**config.mk**
```make
export PLATFORM = sky130hd
export DESIGN_NAME = dmem_access_unit_flat
export DESIGN_NICKNAME = d
export VERILOG_FILES = /design/src/rtl/dmem_pkg.sv /design/src/rtl/dmem_access_unit_if.sv /design/src/rtl/dmem_access_unit_load_formatter.sv /design/src/rtl/dmem_access_unit.sv /design/src/flat_wrapper.sv
export SDC_FILE = /design/constraint.sdc
export NUM_CORES = 1
export LEC_CHECK = 0
export BUFFER_PORTS_ARGS = -buffer_cell sky130_fd_sc_hd__buf_2
export CAP_MARGIN = 20
export CORE_UTILIZATION = 30
export DETAILED_ROUTE_END_ITERATION = 10
export GPL_ROUTABILITY_DRIVEN = 0
export PLACE_DENSITY = 0.61
export SLEW_MARGIN = 20
export SYNTH_ARGS = -nofsm -noshare
export SYNTH_HDL_FRONTEND = slang
export SYNTH_SLANG_ARGS = --single-unit
```
**constraint.sdc**
```tcl
create_clock -name clk -period 4.5 [get_ports clk]
set_clock_uncertainty 0.05 [all_clocks]
set_input_delay 1.35 -clock clk [delete_from_list [all_inputs] [get_ports clk]]
set_output_delay 1.35 -clock clk [all_outputs]
set_load 0.005 [all_outputs]
```
**src/rtl/dmem_pkg.sv**
```systemverilog
// Shared definitions for the data-memory access path: access-type codes,
// FSM state encoding and store-side lane helpers.
package dmem_pkg;

  localparam logic [2:0] DM_W  = 3'b000;
  localparam logic [2:0] DM_H  = 3'b001;
  localparam logic [2:0] DM_HU = 3'b010;
  localparam logic [2:0] DM_B  = 3'b011;
  localparam logic [2:0] DM_BU = 3'b100;

  typedef enum logic [2:0] {
    S_IDLE,
    S_ISSUE,
    S_WAIT,
    S_RESP,
    S_TRAP
  } state_t;

  typedef enum logic [1:0] {
    SZ_W,
    SZ_H,
    SZ_B
  } size_t;

  // Unknown type codes fall back to word accesses.
  function automatic size_t access_size(input logic [2:0] t);
    case (t)
      DM_H, DM_HU: return SZ_H;
      DM_B, DM_BU: return SZ_B;
      default:     return SZ_W;
    endcase
  endfunction

  function automatic logic is_signed_type(input logic [2:0] t);
    return (t == DM_H) || (t == DM_B);
  endfunction

  function automatic logic misaligned(input logic [2:0] t, input logic [1:0] off);
    case (access_size(t))
      SZ_H:    return off[0];
      SZ_B:    return 1'b0;
      default: return off != 2'b00;
    endcase
  endfunction

  function automatic logic [3:0] byte_enable(input logic [2:0] t, input logic [1:0] off);
    case (access_size(t))
      SZ_H:    return off[1] ? 4'b1100 : 4'b0011;
      SZ_B:    return 4'b0001 << off;
      default: return 4'b1111;
    endcase
  endfunction

  function automatic logic [31:0] lane_align(input logic [2:0] t, input logic [31:0] wdata);
    case (access_size(t))
      SZ_H:    return {2{wdata[15:0]}};
      SZ_B:    return {4{wdata[7:0]}};
      default: return wdata;
    endcase
  endfunction

endpackage

```
**src/rtl/dmem_access_unit_if.sv**
```systemverilog
// Request/response handshake plus RAM port of the MEM-stage access unit.
interface dmem_access_unit_if #(
  parameter int unsigned ADDR_W = 10,
  parameter int unsigned TYPE_W = 3
);
  logic              req_valid;
  logic              req_ready;
  logic              req_we;
  logic [31:0]       req_addr;
  logic [31:0]       req_wdata;
  logic [TYPE_W-1:0] req_type;
  logic              resp_valid;
  logic [31:0]       resp_rdata;
  logic              resp_misalign;
  logic              busy;
  logic [ADDR_W-1:0] mem_addr;
  logic [3:0]        mem_we;
  logic [31:0]       mem_wdata;
  logic [31:0]       mem_rdata;

  // The access unit side.
  modport slave (
    input  req_valid, req_we, req_addr, req_wdata, req_type, mem_rdata,
    output req_ready, resp_valid, resp_rdata, resp_misalign, busy,
           mem_addr, mem_we, mem_wdata
  );

  // Pipeline and RAM side.
  modport master (
    output req_valid, req_we, req_addr, req_wdata, req_type, mem_rdata,
    input  req_ready, resp_valid, resp_rdata, resp_misalign, busy,
           mem_addr, mem_we, mem_wdata
  );
endinterface

```
**src/rtl/dmem_access_unit_load_formatter.sv**
```systemverilog
// Selects the addressed byte/half of a RAM word and sign- or zero-extends it.
module load_formatter
  import dmem_pkg::*;
(
  input  logic [31:0] rdata,
  input  logic [2:0]  acc_type,
  input  logic [1:0]  off,
  output logic [31:0] result
);

  logic [7:0]  byte_sel;
  logic [15:0] half_sel;
  logic        sgn;

  always_comb begin
    byte_sel = rdata[7:0];
    case (off)
      2'd1:    byte_sel = rdata[15:8];
      2'd2:    byte_sel = rdata[23:16];
      2'd3:    byte_sel = rdata[31:24];
      default: byte_sel = rdata[7:0];
    endcase
    half_sel = off[1] ? rdata[31:16] : rdata[15:0];
    sgn      = is_signed_type(acc_type);
    case (access_size(acc_type))
      SZ_B:    result = {{24{sgn & byte_sel[7]}}, byte_sel};
      SZ_H:    result = {{16{sgn & half_sel[15]}}, half_sel};
      default: result = rdata;
    endcase
  end

endmodule

```
**src/rtl/dmem_access_unit.sv**
```systemverilog
// MEM-stage data-memory initiator: one request at a time, registered RAM
// strobes, load formatting after the RAM's one-cycle read latency.
module dmem_access_unit
  import dmem_pkg::*;
#(
  parameter int unsigned ADDR_W = 10,
  parameter int unsigned TYPE_W = 3
) (
  input logic          clk,
  input logic          rst,
  dmem_access_unit_if.slave bus
);

  state_t            state, next_state;
  logic              we_q;
  logic [TYPE_W-1:0] type_q;
  logic [1:0]        off_q;
  logic              accept;
  logic              mis;
  logic [31:0]       load_result;
  logic              unused;

  assign unused = ^{bus.req_addr[31:ADDR_W+2]};

  assign accept = bus.req_valid & bus.req_ready;
  assign mis    = misaligned(bus.req_type, bus.req_addr[1:0]);
  assign bus.busy = (state != S_IDLE) | (bus.req_valid & ~bus.req_ready);

  always_ff @(posedge clk or posedge rst) begin
    if (rst) state <= S_IDLE;
    else     state <= next_state;
  end

  // Stores also pass through WAIT so every memory access answers at T+3.
  always_comb begin
    next_state    = state;
    bus.req_ready = 1'b0;
    case (state)
      S_IDLE: begin
        bus.req_ready = 1'b1;
        if (accept) next_state = mis ? S_TRAP : S_ISSUE;
      end
      S_ISSUE: next_state = S_WAIT;
      S_WAIT:  next_state = S_RESP;
      S_RESP:  next_state = S_IDLE;
      S_TRAP:  next_state = S_IDLE;
      default: next_state = S_IDLE;
    endcase
  end

  load_formatter u_fmt (
    .rdata    (bus.mem_rdata),
    .acc_type (type_q),
    .off      (off_q),
    .result   (load_result)
  );

  always_ff @(posedge clk or posedge rst) begin
    if (rst) begin
      we_q              <= 1'b0;
      type_q            <= '0;
      off_q             <= '0;
      bus.mem_addr      <= '0;
      bus.mem_we        <= '0;
      bus.mem_wdata     <= '0;
      bus.resp_valid    <= 1'b0;
      bus.resp_rdata    <= '0;
      bus.resp_misalign <= 1'b0;
    end else begin
      bus.mem_we        <= '0;
      bus.resp_valid    <= 1'b0;
      bus.resp_misalign <= 1'b0;
      case (state)
        S_IDLE: begin
          if (accept) begin
            we_q           <= bus.req_we;
            type_q         <= bus.req_type;
            off_q          <= bus.req_addr[1:0];
            bus.resp_rdata <= '0;
            if (mis) begin
              bus.resp_valid    <= 1'b1;
              bus.resp_misalign <= 1'b1;
            end else begin
              bus.mem_addr <= bus.req_addr[ADDR_W+1:2];
              if (bus.req_we) begin
                bus.mem_we    <= byte_enable(bus.req_type, bus.req_addr[1:0]);
                bus.mem_wdata <= lane_align(bus.req_type, bus.req_wdata);
              end
            end
          end
        end
        S_WAIT: begin
          bus.resp_rdata <= we_q ? '0 : load_result;
          bus.resp_valid <= 1'b1;
        end
        default: ;
      endcase
    end
  end

endmodule

```
**src/flat_wrapper.sv**
```systemverilog
// flat-port wrapper written by rule: the top's interface ports become plain ports
module dmem_access_unit_flat import dmem_pkg::*;
#(
  parameter int unsigned ADDR_W = 10,
  parameter int unsigned TYPE_W = 3
)
  (clk, rst, bus_req_valid, bus_req_we, bus_req_addr, bus_req_wdata, bus_req_type, bus_mem_rdata, bus_req_ready, bus_resp_valid, bus_resp_rdata, bus_resp_misalign, bus_busy, bus_mem_addr, bus_mem_we, bus_mem_wdata);
  dmem_access_unit_if #(.ADDR_W(ADDR_W), .TYPE_W(TYPE_W)) bus_i ();
  input logic clk;
  input logic rst;
  input wire logic [$bits(bus_i.req_valid)-1:0] bus_req_valid;
  input wire logic [$bits(bus_i.req_we)-1:0] bus_req_we;
  input wire logic [$bits(bus_i.req_addr)-1:0] bus_req_addr;
  input wire logic [$bits(bus_i.req_wdata)-1:0] bus_req_wdata;
  input wire logic [$bits(bus_i.req_type)-1:0] bus_req_type;
  input wire logic [$bits(bus_i.mem_rdata)-1:0] bus_mem_rdata;
  output wire logic [$bits(bus_i.req_ready)-1:0] bus_req_ready;
  output wire logic [$bits(bus_i.resp_valid)-1:0] bus_resp_valid;
  output wire logic [$bits(bus_i.resp_rdata)-1:0] bus_resp_rdata;
  output wire logic [$bits(bus_i.resp_misalign)-1:0] bus_resp_misalign;
  output wire logic [$bits(bus_i.busy)-1:0] bus_busy;
  output wire logic [$bits(bus_i.mem_addr)-1:0] bus_mem_addr;
  output wire logic [$bits(bus_i.mem_we)-1:0] bus_mem_we;
  output wire logic [$bits(bus_i.mem_wdata)-1:0] bus_mem_wdata;
  assign bus_i.req_valid = bus_req_valid;
  assign bus_i.req_we = bus_req_we;
  assign bus_i.req_addr = bus_req_addr;
  assign bus_i.req_wdata = bus_req_wdata;
  assign bus_i.req_type = bus_req_type;
  assign bus_i.mem_rdata = bus_mem_rdata;
  assign bus_req_ready = bus_i.req_ready;
  assign bus_resp_valid = bus_i.resp_valid;
  assign bus_resp_rdata = bus_i.resp_rdata;
  assign bus_resp_misalign = bus_i.resp_misalign;
  assign bus_busy = bus_i.busy;
  assign bus_mem_addr = bus_i.mem_addr;
  assign bus_mem_we = bus_i.mem_we;
  assign bus_mem_wdata = bus_i.mem_wdata;
  dmem_access_unit #(.ADDR_W(ADDR_W), .TYPE_W(TYPE_W)) u_core (.clk(clk), .rst(rst), .bus(bus_i));
endmodule
```
### Yosys cells after proc, flatten, opt, wreduce, memory -nomap -nowiden

Cells that the tools add are included.

* register bits after elaboration: 89
* input port bits: 103
* output and inout port bits: 82

* reduce and logical (&&, ||, !) cells: 13
* bitwise logic cells: 7
* eq/ne operators: 20
* muxes and demuxes: 28
* shift-type cells: 1

Operator list (number)
* $pmux W32 S2: 3
* $mux W32: 2
* $pmux W8 S3: 1
* $mux W4: 5
* $mux W16: 1
* $eq A3 B2 Y1 const B: 5
* $eq A2 B2 Y1 const B: 5
* $eq A3 B1 Y1 const B: 3
* $pmux W3 S3: 1
* $eq A2 B1 Y1 const B: 4
* $mux W2: 4
* $pmux W2 S2: 2
* $pmux W4 S2: 1
* $reduce_or A2 Y1: 4
* $eq A3 B3 Y1 const B: 2
* $mux W3: 2
* $and A1 B1 Y1: 4
* $mux W1: 4
* $pmux W1 S2: 2
* $reduce_and A2 Y1: 2
* $reduce_and A4 Y1: 1
* $reduce_bool A2 Y1: 2
* $shl A1 B2 Y4 const A: 1
* $logic_not A3 Y1: 1
* 6 further kinds: 7

### Depth between registers and ports, before layout

Gate-level depths: netlist of run 1.

* depth after elaboration: 14
* gate-level depth with buffers: 11

### By module

Synthesis of run 1 repeated with hierarchy kept, for this count alone.

* cell total of the unflattened synthesis: 416
* area, all modules: 4697.0 um2

By module, submodules not included
* dmem_access_unit: area each 3910.0 um2, times used 1, cells each 293
* load_formatter: area each 787.0 um2, times used 1, cells each 123

### Worst setup path after synthesis of run 1

OpenSTA, ideal clock, no wires.

* path kind: input to register
* start point: in bus_req_type[1]
* end point: reg u_core.bus.mem_addr[0] (netlist name)
* arrival: 3.038 ns
* stages on the path: 9
* path slack: 1.288 ns
* path buffers: 1
* required time: 4.325 ns
* cells stage by stage: nand2_1 -> o21ai_0 -> inv_1 -> ha_1 -> clkbuf_1 -> nand2_1 -> and2_1 -> nand2_2 -> mux2_2

* longest elaborated chain between the ends: 7
* elaborated cells on any way between the ends: 12
* classes of those cells: eq/ne: 6; mux: 2; bitwise: 1; reduce/logical: 3

RTL lines
* from (decl): RTL line flat_wrapper.sv:15 `input wire logic [$bits(bus_i.req_type)-1:0] bus_req_type;`
* $eq A3 B2 Y1 (tied with other cells): RTL line dmem_pkg.sv:27 `case (t)`
* $reduce_or A2 Y1: RTL line dmem_pkg.sv:27
* $pmux W2 S2 (*): RTL line dmem_pkg.sv:27
* $eq A2 B2 Y1 / $eq A2 B1 Y1 (equally long branches): RTL line dmem_pkg.sv:39 `case (access_size(t))`
* $pmux W1 S2 (*): RTL line dmem_pkg.sv:39
* $not A1 Y1 (no source line) (*)
* $reduce_and A3 Y1 (no source line) (*)
* to (signal assigned): RTL line dmem_access_unit.sv:84 `bus.mem_addr <= bus.req_addr[ADDR_W+1:2];`
* to (decl): RTL line dmem_access_unit_if.sv:25 `mem_addr, mem_we, mem_wdata`

Mark *: on every way between the ends. The rest lies on a longest branch, timed or not.
A chain may end at the register's enable or synchronous reset.

### Worst setup path after layout of run 1

* start point: in bus_req_type[0]
* end point: reg u_core.bus.mem_wdata[28] (netlist name)

* longest elaborated chain between the ends: 9
* elaborated cells on any way between the ends: 19
* classes of those cells: eq/ne: 8; mux: 7; bitwise: 1; reduce/logical: 3

RTL lines
* $eq A3 B2 Y1 (tied with other cells): RTL line dmem_pkg.sv:27
* $reduce_or A2 Y1: RTL line dmem_pkg.sv:27
* $pmux W2 S2 (*): RTL line dmem_pkg.sv:27
* $mux W2: RTL line dmem_access_unit.sv:85 `if (bus.req_we) begin`
* $mux W2: RTL line dmem_access_unit.sv:80 `if (mis) begin`
* $mux W2: RTL line dmem_access_unit.sv:75 `if (accept) begin`
* $mux W2: RTL line dmem_access_unit.sv:73 `case (state)`
* $eq A2 B2 Y1 / $eq A2 B1 Y1 (equally long branches): RTL line dmem_pkg.sv:55 `case (access_size(t))`
* $pmux W32 S2: RTL line dmem_pkg.sv:55
* to (signal assigned): RTL line dmem_access_unit.sv:87 `bus.mem_wdata <= lane_align(bus.req_type, bus.req_wdata);`
* to (decl): RTL line dmem_access_unit_if.sv:25

Mark *: on every way between the ends. The rest lies on a longest branch, timed or not. The select of a mux whose other input is x is not followed.

==> qor.txt, run 1 <==
Design Power = 0.00390 W
Met2 GRT Util = 28.3%
ANT nets after route = 0
Worst path max stage delay = 440 ps
GR Util met3 = 4.94%
Number of buffers created by CTS = 9
Nets@finish = 668
Post-CTS sizing = 0
Clock sink count = 89
Type of the worst setup path = in -> reg
Wire per inst = 16.5 µm
Reg clk slew, reported paths = 70 ps
Initial Util = 31.3%
Post-synth EDFFs = 0
Total of max-cap violations = 0
Sw frac = 39.5%
CP endpoint = u_core.bus.mem_wdata[28]
Comb pwr share = 46.1%
Root Driver = clkbuf_16
Register area share after synthesis = 50.6%
Netlist cell types = 35
Post-route cell area = 5710 µm²
FP Rows = 43
Largest net degree at the start of global routing = 90
Syn. warnings = 0
Pins Over Slew Limit = 0
Minimum clock period = 3370 ps
Post-CTS Setup Inserts = 0
Drt initial violations = 133
Crit path DAT = 3580 ps
Initial DRT Pass Iterations = 4
Worst-margin pin slew = 1020 ps
Clk pwr share = 19.9%
Setup TNS = 0 ps
Mean post-synth cell area = 10.9 µm²
Die area = 15200 µm²
Congestion Overflow GR = 0
Most common cell after layout, fill and taps aside = buf_2
Drt via density = 5.01
Ports = 185
Critical path's slowest cell = nand4_4
DP HPWL = 8690 µm
RR Endpoint = u_core.bus.resp_rdata[30]
DRC viols = 0
Number of fillers in the final layout = 1441
Vias = 3737
Synth Net Count = 513
Yosys reg bits = 89
Area growth syn-to-layout = 29.6%
Maximum vdd ir drop = 292 µV
Seq pwr share = 34.0%
Worst Hold Class = reg -> reg
Tot GR Track Use = 16.4%
Max-Slew Margin vs Limit = 31.7%
Crit path max fanout = 38
Top FF cell, synth = dfrtp_1
Critical Path Start Type = input pin
Peak Freq = 297 MHz
Met1 Usage GRT = 19.3%
FFs w/ async S/R, synth = 100%
Hold_ws = 430 ps
# hold bufs at CTS = 0
Static Leakage = 2.87 nW
Vias in the first global route = 3657
Gate count of the mapped netlist = 406
Pint = 0.00236 W
N_diodes = 0
Initial antenna violation count = 0
Critical path origin = bus_req_type[0]
Status = completed
DP Area = 5410 µm²
Mapped Area = 4410 µm²
Core Region = 14100 µm²
DRT Wirelength = 12300 µm
CP Cell Sequence = buf_2 > nor2_1 > nand2_1 > o21ai_0 > inv_1 > ha_1 > buf_4 > nand2_1 > nand4_4 > buf_4 > o31ai_1
Unrepaired setup endpoints after global routing = no
Buf+Inv Stages, Crit Path = 4
Worst EP required = 4710 ps
Skew-Pair Late Insertion Delay = 350 ps
H-tree depth = 3
Crit end category = flop
Reg2reg setup slack = 1790 ps
Hold depth = 2
R2r worst-path depth = 4
Commonest non-fill, non-tap cells in the layout = buf_2 (164), dfrtp_1 (89), nand2_1 (55)
Die Width = 123 µm
Die Y = 123 µm
Final Hold Viols = 0
I/O Buffers = 164
TritonCTS clock tree = built
Layout cells sized above 1 = 41.5%
Sw Pwr = 0.00154 W
CP delay by family, top = buffers and inverters
Crit path depth = 11
RR Startpoint = u_core.state[0]
Final period util = 74.9%
P per Cell Area = 683 nW/µm²
Deepest clock path buffer count = 2
Gr busiest metal = met2
Setup violators final = 0
First-pass GRT wire length = 18800 µm
## how the worst min path moves through the flow
stage | endpoint | from | slack (ps)
finish | u_core.bus.mem_wdata[19] | u_core.bus.mem_wdata[19] | 430
global placement | u_core.bus.mem_wdata[13] | u_core.bus.mem_wdata[13] | 410
detailed placement | u_core.bus.mem_wdata[25] | u_core.bus.mem_wdata[25] | 420
global route | u_core.bus.resp_rdata[7] | u_core.bus.resp_rdata[7] | 450
CTS | u_core.bus.mem_wdata[19] | u_core.bus.mem_wdata[19] | 440
floorplan | u_core.bus.mem_wdata[10] | u_core.bus.mem_wdata[10] | 420
## synthesized netlist by cell type, drive strengths merged, types with 4 or more instances
library cell  instances  share of area (%)
dfrtp                89                 51
nand2                56                4.8
mux2                 39                 11
nand2b               33                4.7
o21ai                20                2.3
clkbuf               19                1.6
nor2b                19                2.7
a22o                 16                3.2
a32o                 16                3.6
o31ai                16                2.7
a21oi                14                1.7
nor2                 14                1.2
a22oi                10                1.7
a221oi                9                1.9
inv                   9               0.77
buf                   8                1.0
ha                    4                1.1
## state kept, by name, summed over array words and instances, names as in the netlist
signal / flops
u_core.bus.resp_valid: 1
u_core.type_q: 3
u_core.we_q: 1
u_core.bus.resp_rdata: 32
u_core.bus.mem_wdata: 32
u_core.off_q: 2
u_core.bus.mem_we: 4
u_core.state: 3
u_core.bus.mem_addr: 10
u_core.bus.resp_misalign: 1
## layer usage
layer	routed length (µm)	part of all wire, %
met2	5990	49
met1	5210	42
met3	925	7.5
met5	0	0
met4	165	1.3
## per-stage QoR
stage                     setup WS, ps  instances  util (%)
after floorplan                    793        406         -
after global placement             779        730      38.3
after detailed placement           705        730      38.3
after CTS                         1080        746      40.5
after global routing               857        746      40.5
final                             1130        746      40.5
## power by group through the flow
stage / Combinational, W / Clock, W / Sequential (W)
2_1_floorplan: 0.00123 / 0 / 0.00129
3_3_place_gp: 0.00177 / 0 / 0.00132
3_5_place_dp: 0.00181 / 0 / 0.00134
4_1_cts: 0.00181 / 0.000802 / 0.00133
5_1_grt: 0.00201 / 0.000826 / 0.00137
6_report: 0.00180 / 0.000776 / 0.00133
## cell type report
cell class | instances | area (µm²) | area share (%)
Clock buffer | 9 | 225 | 3.95
Multi-Input combinational cell | 281 | 2030 | 35.6
Inverter | 9 | 35.0 | 0.614
Tap cell | 180 | 225 | 3.95
Clock inverter | 7 | 77.6 | 1.36
Timing Repair Buffer | 171 | 886 | 15.5
Sequential cell | 89 | 2230 | 39.0
## worst register-to-register path: stages, from the launching register on
cell and delay, ps:
dfrtp_1 480, nor4b_4 920, o21ai_0 280, a21oi_2 680, a22o_1 240
## cell families after synthesis
kind of cell / count (synthesis) / synth area share, %
compound gates: 104 / 17.7
xor+xnor: 3 / 0.597
fa+ha+maj: 4 / 1.14
buf+inv: 36 / 3.41
flops: 89 / 50.6
mux: 39 / 10.7
simple gates: 131 / 16.0
Power figures use the tool's default switching activity.
==> inputs of run 2 (changes only) <==
Settings changed: PLACE_DENSITY 0.61 to 0.63.
Clock period 4.5 ns to 2.95 ns, I/O delays scaled along.
==> run 2 against run 1 <==
  * Cell area is 0.77% higher
  * Register-to-register slack lost 1100 ps
  * Worst hold slack got worse by 5.1 ps
  * Combinational power increased by 59%
  * Global-route usage rose by 0.069 points
  * First-iteration DRC count rose by 40%
  * Sequential share of layout area fell by 0.30 points
  * Clock power grew 38%
  * Non-clock buffer count up 9
  * Clock-buffer cell count rose by 3
  * Largest power group unchanged
==> qor.txt, run 2 (synthesis results as in run 1) <==
Status = completed
Number of buffers created by CTS = 9
Critical path's slowest cell = mux2_2
Hold Crit Start = u_core.bus.mem_wdata[15]
Initial Util = 31.3%
P per Cell Area = 1030 nW/µm²
H-tree depth = 3
Hold Path End = u_core.bus.mem_wdata[15]
Crit end category = flop
Pins Over Slew Limit = 0
Biggest regs = u_core.bus.mem_wdata: 32 flops, u_core.bus.resp_rdata: 32 flops, u_core.bus.mem_addr: 10 flops
Vias = 3717
TritonCTS clock tree = built
Drt via density = 4.93
Clock sink count = 89
Die Y = 123 µm
Seq pwr share = 33.6%
Deepest clock path buffer count = 2
Die area = 15200 µm²
Static Leakage = 2.90 nW
FP Rows = 43
Comb pwr share = 48.3%
Max-Slew Margin vs Limit = 49.8%
RR Endpoint = u_core.bus.resp_rdata[10]
Sw Pwr = 0.00231 W
Unrepaired setup endpoints after global routing = no
DRT Wirelength = 12000 µm
Most common cell after layout, fill and taps aside = buf_2
Reg2reg setup slack = 680 ps
DRC viols = 0
Crit path max fanout = 10
# hold bufs at CTS = 0
Final period util = 83.4%
Worst Hold Class = reg -> reg
Crit path depth = 10
CP delay by family, top = simple AND/OR/NAND/NOR gates
Worst EP required = 3130 ps
Layout cells sized above 1 = 42.0%
Root Driver = clkbuf_16
Initial antenna violation count = 0
Critical Path Start Type = input pin
Maximum vdd ir drop = 440 µV
Area growth syn-to-layout = 30.6%
First-pass GRT wire length = 18900 µm
Core Region = 14100 µm²
Post-CTS sizing = 0
Crit path DAT = 2640 ps
ANT nets after route = 0
Skew-Pair Late Insertion Delay = 350 ps
N_diodes = 0
Nets@finish = 677
Pint = 0.00359 W
RR Startpoint = u_core.type_q[0]
Die Width = 123 µm
Minimum clock period = 2460 ps
Commonest non-fill, non-tap cells in the layout = buf_2 (164), dfrtp_1 (89), nand2_1 (55)
Final Hold Viols = 0
Setup violators final = 0
Post-CTS Setup Inserts = 0
Worst path max stage delay = 370 ps
Hold depth = 2
Congestion Overflow GR = 0
Ports = 185
CP Cell Sequence = buf_2 > nand2_1 > o21ai_0 > inv_1 > ha_1 > o21ai_0 > buf_4 > and2_1 > nand2_2 > mux2_2
R2r worst-path depth = 7
Cell with the most instances on the worst path = o21ai_0
Setup TNS = 0 ps
Wire per inst = 16.0 µm
Peak Freq = 406 MHz
Worst-margin pin slew = 752 ps
Type of the worst setup path = in -> reg
Drt initial violations = 186
Largest net degree at the start of global routing = 61
Buf+Inv Stages, Crit Path = 3
Tot GR Track Use = 16.4%
DP HPWL = 8810 µm
Reg clk slew, reported paths = 60 ps
Initial DRT Pass Iterations = 4
Vias in the first global route = 3640
I/O Buffers = 164
Sw frac = 39.2%
Total of max-cap violations = 0
Clk pwr share = 18.1%
Final Util = 40.8%
-- run 2: cell types whose count changed in the layout (fill, tap and decap cells not counted), sizes merged --
cell / delta
bufinv: -1
clkinv: -2
inv: -2
buf: +9
clkinvlp: +1
clkbuf: +3
-- run 2: metal layers --
metal / track usage (%) / vias up / share of wire [%]
met1: 19.2 / 1771 / 42
met5: 0 / - / 0
li1: - / 1779 / -
met3: 6.46 / 11 / 9.5
met2: 27.7 / 156 / 47
met4: 4.67 / 0 / 1.3
-- run 2: final cells by class --
| cell class | count | area [µm²] |
|---|---|---|
| clock buffers | 12 | 246 |
| fillers | 1393 | 8340 |
| flip-flops and latches | 89 | 2230 |
| clock inverters | 3 | 17.5 |
| multi-input cells | 281 | 2030 |
| well taps | 180 | 225 |
| inverters | 9 | 37.5 |
| repair buffers | 180 | 966 |
-- run 2: worst max-delay path by stage --
stage	startpoint	to
2_1_floorplan	bus_req_type[1]	u_core.bus.mem_addr[0]
3_3_place_gp	bus_req_type[1]	u_core.bus.mem_wdata[7]
3_5_place_dp	bus_req_type[1]	u_core.bus.mem_addr[6]
4_1_cts	bus_req_type[1]	u_core.bus.mem_addr[4]
5_1_grt	bus_req_type[0]	u_core.bus.mem_addr[6]
6_report	bus_req_type[1]	u_core.bus.mem_addr[6]
-- run 2: metrics by stage --
step / hold WS (ps) / cell area [µm²] / cells / power (W) / worst slack [ps]
2_1_floorplan: 423 / 4410 / 406 / 0.00385 / 203
3_3_place_gp: 406 / 5490 / 739 / 0.00480 / 136
3_5_place_dp: 412 / 5490 / 739 / 0.00489 / 111
4_1_cts: 427 / 5750 / 754 / 0.00599 / 485
5_1_grt: 450 / 5750 / 754 / 0.00641 / 356
6_report: 425 / 5750 / 754 / 0.00591 / 489
-- run 2: power groups by stage --
stage               sequential, W  combinational (W)  clock, W
finish                    0.00198            0.00286   0.00107
global route              0.00205            0.00321   0.00116
CTS                       0.00199            0.00290   0.00111
detailed placement        0.00199            0.00290         0
global placement          0.00198            0.00282         0
floorplan                 0.00197            0.00188         0
-- run 2: tightest hold or removal path, stage by stage, from the launching register on --
cell     delay (ps)
dfrtp_1         340
nand2_1          50
o31ai_1          50
